==> src/rtl/vga_pkg.sv <==
// Shared VGA constants and types.
// Screen geometry, colours and probe direction indices.
package vga_pkg;

   localparam int HOR_PIXELS = 1024;
   localparam int VER_PIXELS = 768;

   localparam logic [11:0] BLUE        = 12'h00f;
   localparam logic [11:0] WALL_RGB_DEF = BLUE;
   localparam logic [11:0] DOT_RGB_DEF  = 12'h0ff;

   typedef enum logic [1:0] {
      DIR_UP    = 2'd0,
      DIR_DOWN  = 2'd1,
      DIR_LEFT  = 2'd2,
      DIR_RIGHT = 2'd3
   } dir_e;

endpackage

==> src/rtl/vga_if.sv <==
// VGA timing/pixel bundle.
// rgb is aligned with hcount/vcount in the same cycle.
interface vga_if;

   logic [10:0] hcount;
   logic [10:0] vcount;
   logic        hblnk;
   logic        vblnk;
   logic        hsync;
   logic        vsync;
   logic [11:0] rgb;

   modport in (
      input hcount, vcount, hblnk, vblnk,
      input hsync, vsync, rgb
   );

   modport out (
      output hcount, vcount, hblnk, vblnk,
      output hsync, vsync, rgb
   );

endinterface

==> src/rtl/wall_probe_strip.sv <==
// Combinational rectangle membership test.
// Bounds are 12-bit so out-of-screen edges never alias onto pixels.
module wall_probe_strip (
   input  logic [10:0] hcount,
   input  logic [10:0] vcount,
   input  logic [11:0] x0,
   input  logic [11:0] x1,
   input  logic [11:0] y0,
   input  logic [11:0] y1,
   output logic        hit
);

   logic [11:0] h;
   logic [11:0] v;

   assign h = {1'b0, hcount};
   assign v = {1'b0, vcount};

   assign hit = (h >= x0) && (h <= x1) &&
                (v >= y0) && (v <= y1);

endmodule

==> src/rtl/wall_probe.sv <==
// Per-frame wall/dot probe around a sprite rectangle.
// Passive sink on the composed VGA stream.
module wall_probe
   import vga_pkg::*;
#(
   parameter int          SPRITE_SIZE = 16,
   parameter logic [11:0] WALL_RGB    = WALL_RGB_DEF,
   parameter logic [11:0] DOT_RGB     = DOT_RGB_DEF
) (
   input  logic        clk,
   input  logic        rst,
   vga_if.in           vga_in,
   input  logic [10:0] pos_x,
   input  logic [10:0] pos_y,
   output logic [3:0]  blocked,
   output logic        dot_hit,
   output logic        frame_done,
   output logic        valid
);

   localparam logic [1:0] S_WAIT   = 2'd0;
   localparam logic [1:0] S_SCAN   = 2'd1;
   localparam logic [1:0] S_COMMIT = 2'd2;

   localparam logic [11:0] SZ  = 12'(SPRITE_SIZE);
   localparam logic [11:0] HOR = 12'(HOR_PIXELS);
   localparam logic [11:0] VER = 12'(VER_PIXELS);

   logic [1:0]  state_q, state_d;
   logic        vblnk_q;
   logic [10:0] sx_q, sx_d;
   logic [10:0] sy_q, sy_d;
   logic [3:0]  acc_q, acc_d;
   logic        acc_dot_q, acc_dot_d;
   logic [3:0]  blocked_q, blocked_d;
   logic        dot_hit_q, dot_hit_d;
   logic        frame_done_q, frame_done_d;
   logic        valid_q, valid_d;

   logic        frame_start;
   logic        frame_end;
   logic        active;
   logic        is_wall;
   logic        is_dot;
   logic [11:0] bx, by;
   logic [11:0] bx_end, by_end;
   logic [11:0] bx_m1, by_m1;
   logic [11:0] bx_p, by_p;
   logic        hit_up, hit_down, hit_left, hit_right, hit_body;
   logic [3:0]  new_acc;
   logic        new_dot;
   logic [3:0]  edge_flags;

   assign frame_start = vblnk_q & ~vga_in.vblnk;
   assign frame_end   = ~vblnk_q & vga_in.vblnk;
   assign active      = ~vga_in.hblnk & ~vga_in.vblnk;
   assign is_wall     = vga_in.rgb == WALL_RGB;
   assign is_dot      = vga_in.rgb == DOT_RGB;

   // The first active pixel arrives with the start edge, before the
   // snapshot is registered, so probe it against the live position.
   assign bx = (state_q == S_WAIT) ? {1'b0, pos_x} : {1'b0, sx_q};
   assign by = (state_q == S_WAIT) ? {1'b0, pos_y} : {1'b0, sy_q};

   assign bx_end = bx + SZ - 12'd1;
   assign by_end = by + SZ - 12'd1;
   assign bx_m1  = bx - 12'd1;
   assign by_m1  = by - 12'd1;
   assign bx_p   = bx + SZ;
   assign by_p   = by + SZ;

   wall_probe_strip u_up (
      .hcount (vga_in.hcount), .vcount (vga_in.vcount),
      .x0 (bx), .x1 (bx_end), .y0 (by_m1), .y1 (by_m1),
      .hit (hit_up)
   );

   wall_probe_strip u_down (
      .hcount (vga_in.hcount), .vcount (vga_in.vcount),
      .x0 (bx), .x1 (bx_end), .y0 (by_p), .y1 (by_p),
      .hit (hit_down)
   );

   wall_probe_strip u_left (
      .hcount (vga_in.hcount), .vcount (vga_in.vcount),
      .x0 (bx_m1), .x1 (bx_m1), .y0 (by), .y1 (by_end),
      .hit (hit_left)
   );

   wall_probe_strip u_right (
      .hcount (vga_in.hcount), .vcount (vga_in.vcount),
      .x0 (bx_p), .x1 (bx_p), .y0 (by), .y1 (by_end),
      .hit (hit_right)
   );

   wall_probe_strip u_body (
      .hcount (vga_in.hcount), .vcount (vga_in.vcount),
      .x0 (bx), .x1 (bx_end), .y0 (by), .y1 (by_end),
      .hit (hit_body)
   );

   // Hits contributed by the current pixel and screen-edge forcing.
   always_comb begin
      new_acc            = '0;
      new_acc[DIR_UP]    = hit_up;
      new_acc[DIR_DOWN]  = hit_down;
      new_acc[DIR_LEFT]  = hit_left;
      new_acc[DIR_RIGHT] = hit_right;
      new_acc            = new_acc & {4{active & is_wall}};
      new_dot            = active & is_dot & hit_body;

      edge_flags            = '0;
      edge_flags[DIR_UP]    = sy_q == 11'd0;
      edge_flags[DIR_LEFT]  = sx_q == 11'd0;
      edge_flags[DIR_DOWN]  = ({1'b0, sy_q} + SZ) >= VER;
      edge_flags[DIR_RIGHT] = ({1'b0, sx_q} + SZ) >= HOR;
   end

   // Frame FSM: snapshot, sticky accumulate, one-cycle commit.
   always_comb begin
      state_d      = state_q;
      sx_d         = sx_q;
      sy_d         = sy_q;
      acc_d        = acc_q;
      acc_dot_d    = acc_dot_q;
      blocked_d    = blocked_q;
      dot_hit_d    = dot_hit_q;
      frame_done_d = 1'b0;
      valid_d      = valid_q;
      unique case (state_q)
         S_WAIT: begin
            if (frame_start) begin
               state_d   = S_SCAN;
               sx_d      = pos_x;
               sy_d      = pos_y;
               acc_d     = new_acc;
               acc_dot_d = new_dot;
            end
         end
         S_SCAN: begin
            acc_d     = acc_q | new_acc;
            acc_dot_d = acc_dot_q | new_dot;
            if (frame_end) begin
               state_d = S_COMMIT;
            end
         end
         S_COMMIT: begin
            blocked_d    = acc_q | edge_flags;
            dot_hit_d    = acc_dot_q;
            frame_done_d = 1'b1;
            valid_d      = 1'b1;
            acc_d        = '0;
            acc_dot_d    = 1'b0;
            state_d      = S_WAIT;
         end
         default: begin
            state_d   = S_WAIT;
            acc_d     = '0;
            acc_dot_d = 1'b0;
         end
      endcase
   end

   // State and output registers.
   always_ff @(posedge clk or negedge rst) begin
      if (!rst) begin
         state_q      <= S_WAIT;
         vblnk_q      <= 1'b0;
         sx_q         <= '0;
         sy_q         <= '0;
         acc_q        <= '0;
         acc_dot_q    <= 1'b0;
         blocked_q    <= '0;
         dot_hit_q    <= 1'b0;
         frame_done_q <= 1'b0;
         valid_q      <= 1'b0;
      end else begin
         state_q      <= state_d;
         vblnk_q      <= vga_in.vblnk;
         sx_q         <= sx_d;
         sy_q         <= sy_d;
         acc_q        <= acc_d;
         acc_dot_q    <= acc_dot_d;
         blocked_q    <= blocked_d;
         dot_hit_q    <= dot_hit_d;
         frame_done_q <= frame_done_d;
         valid_q      <= valid_d;
      end
   end

   assign blocked    = blocked_q;
   assign dot_hit    = dot_hit_q;
   assign frame_done = frame_done_q;
   assign valid      = valid_q;

endmodule
==> src/flat_wrapper.sv <==
// flat-port wrapper written by rule: the top's interface ports become plain ports
module wall_probe_flat import vga_pkg::*;
#(
   parameter int          SPRITE_SIZE = 16,
   parameter logic [11:0] WALL_RGB    = WALL_RGB_DEF,
   parameter logic [11:0] DOT_RGB     = DOT_RGB_DEF
)
  (clk, rst, pos_x, pos_y, blocked, dot_hit, frame_done, valid, vga_in_hcount, vga_in_vcount, vga_in_hblnk, vga_in_vblnk, vga_in_hsync, vga_in_vsync, vga_in_rgb);
  vga_if vga_in_i ();
  input  logic clk;
  input  logic rst;
  input  logic [10:0] pos_x;
  input  logic [10:0] pos_y;
  output logic [3:0] blocked;
  output logic dot_hit;
  output logic frame_done;
  output logic valid;
  input wire logic [$bits(vga_in_i.hcount)-1:0] vga_in_hcount;
  input wire logic [$bits(vga_in_i.vcount)-1:0] vga_in_vcount;
  input wire logic [$bits(vga_in_i.hblnk)-1:0] vga_in_hblnk;
  input wire logic [$bits(vga_in_i.vblnk)-1:0] vga_in_vblnk;
  input wire logic [$bits(vga_in_i.hsync)-1:0] vga_in_hsync;
  input wire logic [$bits(vga_in_i.vsync)-1:0] vga_in_vsync;
  input wire logic [$bits(vga_in_i.rgb)-1:0] vga_in_rgb;
  assign vga_in_i.hcount = vga_in_hcount;
  assign vga_in_i.vcount = vga_in_vcount;
  assign vga_in_i.hblnk = vga_in_hblnk;
  assign vga_in_i.vblnk = vga_in_vblnk;
  assign vga_in_i.hsync = vga_in_hsync;
  assign vga_in_i.vsync = vga_in_vsync;
  assign vga_in_i.rgb = vga_in_rgb;
  wall_probe #(.SPRITE_SIZE(SPRITE_SIZE), .WALL_RGB(WALL_RGB), .DOT_RGB(DOT_RGB)) u_core (.clk(clk), .rst(rst), .vga_in(vga_in_i), .pos_x(pos_x), .pos_y(pos_y), .blocked(blocked), .dot_hit(dot_hit), .frame_done(frame_done), .valid(valid));
endmodule
==> config.mk <==
export PLATFORM = sky130hd
export DESIGN_NAME = wall_probe_flat
export DESIGN_NICKNAME = d
export VERILOG_FILES = /design/src/rtl/vga_pkg.sv /design/src/rtl/vga_if.sv /design/src/rtl/wall_probe_strip.sv /design/src/rtl/wall_probe.sv /design/src/flat_wrapper.sv
export SDC_FILE = /design/constraint.sdc
export NUM_CORES = 1
export LEC_CHECK = 0
export BUFFER_PORTS_ARGS = -buffer_cell sky130_fd_sc_hd__buf_2
export CORE_MARGIN = 4
export CORE_UTILIZATION = 55
export DETAILED_ROUTE_END_ITERATION = 10
export PLACE_DENSITY = 0.8
export SLEW_MARGIN = 20
export SYNTH_ARGS = -nofsm -noshare
export SYNTH_HDL_FRONTEND = slang
export SYNTH_SLANG_ARGS = --single-unit
==> constraint.sdc <==
create_clock -name clk -period 5.47 [get_ports clk]
set_input_delay 0.2735 -clock clk [delete_from_list [all_inputs] [get_ports clk]]
set_output_delay 0.2735 -clock clk [all_outputs]
set_load 0.02 [all_outputs]
; After elaboration in Yosys (flattened, before gate mapping)
; Index checks and enable logic that the tools add are counted.
[word_totals]
output_inout_bits = 7
ff_bits = 37
wordCells = 79
input_bits = 62
[op_classes]
magnitude_cmp = 14
muxes = 10
add_sub_neg = 8
eq_ne = 6
bitwise_logic = 13
n_reduce_logical = 18
[op_table]
columns = cell, count
row1 = 11-bit by 12-bit >= comparator with 1-bit output, 6
row2 = 11-bit by 12-bit less-or-equal comparator with 1-bit output, 6
row3 = 12-bit by 1-bit subtractor with 12-bit output (second input constant), 4
row4 = 11-bit by 5-bit adder with 12-bit output (second input constant), 2
row5 = 12-bit by 5-bit adder with 12-bit output (second input constant), 2
row6 = 11-bit logical NOT, 2
row7 = 11-bit two-way mux, 2
row8 = 1-bit logical AND, 13
row9 = 12-bit by 4-bit equality test with 1-bit output (second input constant), 1
row10 = 12-bit by 8-bit equality test with 1-bit output (second input constant), 1
row11 = 12-bit by 10-bit >= comparator with 1-bit output (second input constant), 1
row12 = 12-bit by 11-bit >= comparator with 1-bit output (second input constant), 1
row13 = 4-bit bitwise OR, 2
row14 = 4-bit case mux with 2 select lines, 1
row15 = 1-bit AND, 6
row16 = 4-bit AND, 1
row17 = 2-bit two-way mux, 2
row18 = 4-bit two-way mux, 1
row19 = 2-bit by 1-bit inequality test with 1-bit output (second input constant), 2
row20 = 2-bit case mux with 2 select lines, 1
row21 = 2-bit AND reduction, 2
row22 = 1-bit NOT, 3
row23 = 2-bit by 1-bit equality test with 1-bit output (second input constant), 1
row24 = 2-bit equality test (second input constant), 1
row25 = 4 further kinds, 5

; Logic depth before layout (Yosys ltp)
; Gate-level depths: netlist (run 1).
[logic_depth]
ltp_word = 11
ltp_mapped = 19
mapped_depth_nobuf = 16

; Hierarchy
; Synthesis (run 1) repeated with hierarchy kept, for this count alone.
[hier_totals]
hier_cells = 1085
hier_area_um2 = 8826.0
[modules_own_cells]
columns = mod, seq_area_each_um2, area_each_um2, cells_per_inst, n_inst
row1 = wall_probe_strip, 0.0, 1164.9, 153, 5
row2 = wall_probe, 925.9, 3001.6, 320, 1

; Least setup slack after synthesis (run 1)
; OpenSTA, ideal clock, no wires.
[synth_path]
path_type = register to register
start = register u_core.state_q[1]
end = register u_core.acc_q[0]
setup_time_ns = 0.067
period_less_slack_ns = 3.877
slack_ns = 1.593
path_buffers = 2
t_arrival_ns = 3.810
required_ns = 5.403
stages_incl_launch_ff = 16
cell_sequence = dfrtp_1 buf_2 nor2_4 mux2i_1 inv_1 ha_1 or4_1 buf_2 mux2i_1 xor2_1 ha_1 a211oi_1 a31oi_1 o211a_1 a2111oi_1 a22o_1
[synth_between]
elab_chain_cells = 11
word_cells_on_any_way = 19
classes_between = add/sub (3) / order compare (4) / eq/ne (2) / mux (4) / bitwise (2) / reduce/logical (4)
[synth_rtl]
columns = element, line
row1 = from (decl), wall_probe.sv:29  ; logic [1:0] state_q, state_d;
row2 = from (signal assigned), wall_probe.sv:178  ; state_q <= state_d;
row3 = 2-bit logical NOT, "wall_probe.sv:62, wall_probe.sv:63, wall_probe.sv:130"
row4 = 11-bit two-way mux, wall_probe.sv:62  ; assign bx = (state_q == S_WAIT) ? {1'b0, pos_x} : {1'b0, sx_q};
row5 = 12-bit by 5-bit adder with 12-bit output, wall_probe.sv:65  ; assign bx_end = bx + SZ - 12'd1;
row6 = 12-bit by 1-bit subtractor with 12-bit output, wall_probe.sv:65
row7 = 11-bit by 12-bit less-or-equal comparator with 1-bit output, wall_probe_strip.sv:19  ; assign hit = (h >= x0) && (h <= x1) &&
row8 = 1-bit logical AND (2 in a row), wall_probe_strip.sv:19
row9 = 1-bit logical AND, wall_probe_strip.sv:20  ; (v >= y0) && (v <= y1);
row10 = 4-bit AND, wall_probe.sv:109  ; new_acc = new_acc & {4{active & is_wall}};
row11 = 4-bit bitwise OR or 4-bit two-way mux (tied branches), "wall_probe.sv:141, wall_probe.sv:132"
row12 = 4-bit case mux with 2 select lines, wall_probe.sv:130  ; unique case (state_q)
row13 = to (signal assigned), wall_probe.sv:171  ; acc_q <= '0;
row14 = to (signal assigned), wall_probe.sv:182  ; acc_q <= acc_d;
row15 = to (decl), wall_probe.sv:33  ; logic [3:0] acc_q, acc_d;
; Several ways; a longest one is shown, not always the timed one. The select of a mux whose other input is x is not followed.
; A chain may end at the register's enable or synchronous reset.

; Final worst setup path (run 1)
[layout_path]
start = register u_core.state_q[1]
end = register u_core.acc_q[1]
; The elaborated chain is that of the path after synthesis.

==> impl_metrics.ini, run 1 <==
[hold_path]
hold_class = primary input to asynchronous set/reset pin

[setup_path]
crit_type = flip-flop to flip-flop
arrival_ns = 4.97
reg2reg_depth = 15
required_ns = 5.70
r2r_start = u_core.state_q[1]
cp_max_fo = 14
worstPathCellList = or2_1, buf_4, mux2i_1, ha_1, nor2b_1, nand2_1, mux2i_1, xnor2_1, ha_1, o21a_1, o21ai_0, a31oi_1, o211a_1, a2111oi_1, a22o_1
r2r_end = u_core.acc_q[1]
reg2reg_slack_ns = 0.72
cpMaxStageDelayCell = dfrtp_1
critPathCaptureType = flip-flop
slowest_delay_ns = 0.65
critPathLaunchType = flip-flop

[synth]
synth_edf_count = 0
ys_seq_elements = 37
async_flop_share_pct = 100
syn_area_um2 = 4270
avgSynthCellArea_um2 = 9.45
netlist.area_leader.share_pct = 21.7
synth_nets = 572
yosys.area.top_type = dfrtp_1
synthFlopType = dfrtp_1
netlist_top_cells_area = dfrtp_1, ha_1, mux2_2
ys_warn_count = 0
yosysSeqAreaShare_pct = 21.7
syn-instance-count = 452
synthDistinctLibCells = 77

[timing]
fmax_ghz = 0.211
slew_headroom_pct = 46.3
slew_viol_final = 0
hold_violations = 0
setup_tns_ns = 0
finalSetupViolations = 0
fin_crit_sh_pct = 86.8
period_minus_slack_ns = 4.75
rsz0062_at_grt = no
worst_slew_pin_slew_ns = 0.798
fin_worst_hold_slack_ns = 0.0622
fin_worst_skew_ns = 0.00632

[cts]
htreeDepth = 2
cts.path.max_buffers = 2
root_buffer = clkbuf_8
hold_buffers = 0
cts_made_buffers = 5
postCtsSetupBuffers = 0
clock_latency_ns = 0.29
clk_pin_slew_ns = 0.08
tritoncts = done
cts_sinks = 37
cts_resized = 0

[route]
routed_wirelength_mm = 10.6
wl_per_cell_um = 17.2
avgViaCountPerCell = 6.03
ant_nets = 0
initialDrtViolationCount = 152
drc = 0
first_pass_iters = 4
vias = 3723

[floorplan]
start_util_pct = 57.7
ios = 69
die_x_um = 96.1
die_area_um2 = 9240
core-area_um2 = 7410
rows = 31
dieHeight_um = 96.1

[pwr]
p_leak_nw = 2.15
irDropWorstVdd_mv = 0.159
powerDensity_nw_per_um2 = 306

[cells_and_area]
diodes = 0
drive_above_1_share_pct = 24.3
syn2layout_area_growth_pct = 12.0
nets = 637
layout_common_cells = buf_2, ha_1, dfrtp_1, xnor2_1, nand2_1
final_common_cell = buf_2
stdcell_count = 617

[grt]
grt_max_degree = 38
antenna_found_initial = 0
grt-ovfl-total = 0
grt_pass1_wl_mm = 17.3
grt_use_total_pct = 23.9
grt_pass1_vias = 3704

[place]
place.gp.congestion = 0.923
dp.final_hpwl_mm = 8.80
port_buffers = 66
placed_cells = 609

[flow_run]
max_cap_viol_count = 0

[outcome]
outcome = completed
[synthesized netlist by cell type (all sizes together), types with 3 or more instances]
cell type / n
ha: 58
dfrtp: 37
nor2: 29
xnor2: 28
nand2: 27
mux2: 26
mux2i: 21
a21oi: 18
inv: 18
xor2: 18
nor4: 17
nor3: 14
o21ai: 13
a21o: 10
buf: 10
nand4: 10
nand2b: 6
nand3: 6
nor2b: 6
o211ai: 6
nand4bb: 4
o31ai: 4
or3: 4
a211oi: 3
a221oi: 3
and3: 3
and4: 3
nor4b: 3
o21a: 3
or4: 3
[area by class of cell]
cell class                 count  area, µm²
inverter                      19       71.3
timing repair buffer          70        360
tap                           99        124
clock inverter                 3       17.5
clock buffer                   5       68.8
fill                         639       2620
sequential                    37        926
multi-input combinational    384       3220
[critical path: cells and delay by family, from the launching register on]
kind / cells / cell delay (ns)
AOI/OAI and AO/OA: 6 / 1.47
xor gates and xnor gates: 1 / 0.14
buffers and inverters: 1 / 0.32
muxes: 2 / 0.59
and+or+nand+nor: 3 / 0.97
DFF: 1 / 0.65
adders and majority gates: 2 / 0.53
[logic make-up after synthesis]
family                     Yosys count  synth area share, %
buffers and inverters               31                 3.22
muxes                               47                 13.2
adders and majority gates           59                 17.2
xor gates and xnor gates            47                 10.1
and+or+nand+nor                    146                 20.2
DFF                                 37                 21.7
AOI/OAI and AO/OA                   85                 14.3
[per-layer routing]
layer / wire, µm / GRT usage, % / vias to the layer above
met5: 0 / 0 / -
met1: 4380 / 28.0 / 1765
met4: 374 / 10.8 / 0
met3: 395 / 2.74 / 34
met2: 5450 / 43.4 / 98
li1: - / - / 1826
[worst max-delay path by stage]
stage          cells past startpoint               to              start  slack, ns
2_1_floorplan                     15  u_core.acc_q[0]  u_core.state_q[1]       1.59
3_3_place_gp                      15  u_core.acc_q[1]  u_core.state_q[1]       1.00
3_5_place_dp                      15  u_core.acc_q[1]  u_core.state_q[1]       0.74
4_1_cts                           15  u_core.acc_q[1]  u_core.state_q[1]       0.74
5_1_grt                           15  u_core.acc_q[1]  u_core.state_q[1]       0.38
6_report                          15  u_core.acc_q[1]  u_core.state_q[1]       0.72
[flip-flops by register name (all words and copies together), names as in the netlist]
signal             flops
u_core.sx_q           11
u_core.sy_q           11
u_core.acc_q           4
u_core.blocked         4
u_core.state_q         2
u_core.acc_dot_q       1
u_core.dot_hit         1
u_core.frame_done      1
u_core.valid           1
u_core.vblnk_q         1
[power by group]
group | internal [mW] | switching [mW]
clock | 0.0879 | 0.0975
sequential | 0.332 | 0.0751
combinational | 0.392 | 0.481
total | 0.812 | 0.653
[through the flow]
step	power (mW)	area, µm²	setup slack (ns)	util, %
finish	1.46	4780	0.722	64.6
floorplan	1.06	4270	1.59	-
global route	1.59	4780	0.375	64.6
detailed placement	1.28	4690	0.744	63.4
global placement	1.24	4690	1.00	63.4
CTS	1.47	4780	0.738	64.5
Note: power is estimated with default switching activity, not from simulation.
==> run 2, diff against run 1 <==
ABC_AREA = 1   (was default)
CORE_UTILIZATION = 59   (was 55)
PLACE_DENSITY = 0.84   (was 0.8)
==> run 2 against run 1 <==
Sequential share of layout area is 1.2 points lower. Register-to-register slack better by 0.43 ns. First-iteration DRC count is 70% higher. Routed wire length is 7.4% higher. Total power is 34% higher. Largest power group unchanged. Worst hold slack worse by 0.0071 ns. Critical path type unchanged. Global-route usage is 1.7 points higher.
==> impl_metrics.ini, run 2 <==
[grt]
met2_usage_pct = 42.9
grt_use_total_pct = 25.6
grt_pass1_vias = 4301
met1_usage_pct = 35.5
met3_usage_pct = 3.02
grt-ovfl-total = 0
antenna_found_initial = 0
busiest_layer = met2
grt_max_degree = 42
grt_pass1_wl_mm = 19.0

[synth]
netlist_top_cells_area = dfrtp_1, ha_1, nand2_1
ys_seq_elements = 37
netlist.area_leader.share_pct = 20.1
yosys.area.top_type = dfrtp_1
synthFlopType = dfrtp_1
synthDistinctLibCells = 43
synth_nets = 789
synth_edf_count = 0
yosysSeqAreaShare_pct = 20.1
avgSynthCellArea_um2 = 6.89
async_flop_share_pct = 100
synth_commonest_cells = nand2_1, inv_1, ha_1, nor2_1, nand3_1
syn-instance-count = 669
ys_warn_count = 0
syn_area_um2 = 4610
synth.most_common_cell = nand2_1

[place]
port_buffers = 66
dp.final_hpwl_mm = 9.46
place.gp.congestion = 0.873

[route]
ant_nets = 0
drc = 0
wl_per_cell_um = 13.7
vias = 4492
first_pass_iters = 5
initialDrtViolationCount = 258
routed_wirelength_mm = 11.4
avgViaCountPerCell = 5.39

[floorplan]
die_x_um = 96.4
start_util_pct = 62.2
ios = 69
rows = 31
die_area_um2 = 9290
dieHeight_um = 96.4
core-area_um2 = 7410

[cells_and_area]
final_common_cell = nand2_1
layout_common_cells = nand2_1, inv_1, buf_2, nor2_1, ha_1
syn2layout_area_growth_pct = 10.5
nets = 853
diodes = 0
reg_top3 = u_core.sx_q (11), u_core.sy_q (11)
drive_above_1_share_pct = 20.2

[timing]
hold_violations = 0
fin_crit_sh_pct = 79.0
slew_viol_final = 0
fin_worst_skew_ns = 0.00793
period_minus_slack_ns = 4.32
fmax_ghz = 0.231
rsz0062_at_grt = no
slew_headroom_pct = 47.0
worst_slew_pin_slew_ns = 0.795
setup_tns_ns = 0
finalSetupViolations = 0

[setup_path]
critPathLaunchType = flip-flop
slowest_delay_ns = 0.64
reg2reg_slack_ns = 1.15
worstPathCellList = nor2_4, nand2_1, nand2_2, ha_1, inv_1, nand2_1, and2_1, nand4_1, nor3b_1, xnor2_1, ha_1, nand3_1, nor4b_1, nand2_1, nand4_1, nand2_1, a21oi_1, nand2_1, nand3_1, nand2_1, nand2_1, nand2_1
cpMaxStageDelayCell = nor2_4
crit_top_cell = nand2_1
arrival_ns = 4.51
reg2reg_depth = 22
critPathCaptureType = flip-flop
cp_max_fo = 29
r2r_end = u_core.acc_q[3]
cp-startpoint = u_core.state_q[0]
required_ns = 5.66
r2r_start = u_core.state_q[0]
crit_type = flip-flop to flip-flop

[cts]
cts.path.max_buffers = 2
htreeDepth = 2
cts_resized = 0
cts_made_buffers = 5
clk_pin_slew_ns = 0.07
hold_buffers = 0
postCtsSetupBuffers = 0
clock_latency_ns = 0.30
cts_sinks = 37
tritoncts = done
root_buffer = clkbuf_8

[hold_path]
hold_class = primary input to asynchronous set/reset pin

[pwr]
totalPowerFinal_mw = 1.96
irDropWorstVdd_mv = 0.253
powerDensity_nw_per_um2 = 384
p_leak_nw = 2.72

[flow_run]
max_cap_viol_count = 0

[outcome]
outcome = completed
==> run 2: changes by cell type after synthesis, moves of 10 or more <==
cell and change:
nand2_1 +153, inv_1 +63, nand3_1 +39, nor2_1 +31
mux2_2 -23, xnor2_1 -21, mux2i_1 -15, o21ai_2 +14
nand2_2 +12, o21ai_0 +11, nor4_1 -10
==> run 2: metal layers <==
| layer | vias up | routed length, µm |
|---|---|---|
| li1 | 2306 | - |
| met1 | 2030 | 5300 |
| met2 | 136 | 5210 |
| met3 | 20 | 671 |
| met4 | 0 | 191 |
| met5 | - | 0 |
==> run 2: cells by family after synthesis <==
family,Yosys count,synth area share [%]
AOI/OAI and AO/OA,79,11.2
buffers and inverters,98,9.12
and+or+nand+nor,364,37.3
DFF,37,20.1
muxes,2,0.489
adders and majority gates,58,15.7
xor gates and xnor gates,31,6.05
==> run 2: final cells by class <==
type	instances	area, µm²
inverter	88	330
tap	99	124
sequential	37	926
timing repair buffer	67	338
clock buffer	6	72.6
fill	645	2310
clock inverter	2	38.8
multi-input combinational	534	3270
==> run 2: metrics by stage <==
stage	hold slack [ns]	setup WS, ns	cell area, µm²	instances	util (%)
after floorplan	-0.0221	2.14	4610	669	-
after global placement	0.406	1.36	4980	825	67.2
after detailed placement	0.407	1.21	4980	825	67.2
after CTS	0.0846	1.18	5090	833	68.7
after global routing	0.119	0.731	5090	833	68.8
final	0.0552	1.15	5090	833	68.8
==> run 2: worst max-delay path by stage <==
stage	endpoint	slack, ns	cells after the start
floorplan	u_core.acc_dot_q	2.14	24
global placement	u_core.acc_dot_q	1.36	21
detailed placement	u_core.acc_q[3]	1.21	22
CTS	u_core.acc_q[3]	1.18	22
global route	u_core.acc_dot_q	0.73	22
finish	u_core.acc_q[3]	1.15	22
==> run 2: worst max-delay path: cells and delay by family, from the launching register on <==
family,cells,cell delay (ns)
AND/OR/NAND/NOR,17,2.80
XOR/XNOR,1,0.11
flip-flops,1,0.50
AO/OA/AOI/OAI,1,0.12
buffers and inverters,1,0.06
adder cells (fa/ha/maj),2,0.62
==> run 2: report_power, final <==
part	leakage [nW]	internal, mW	switching, mW
combinational	2.21	0.459	0.837
clock	0.0554	0.137	0.100
sequential	0.460	0.348	0.0764
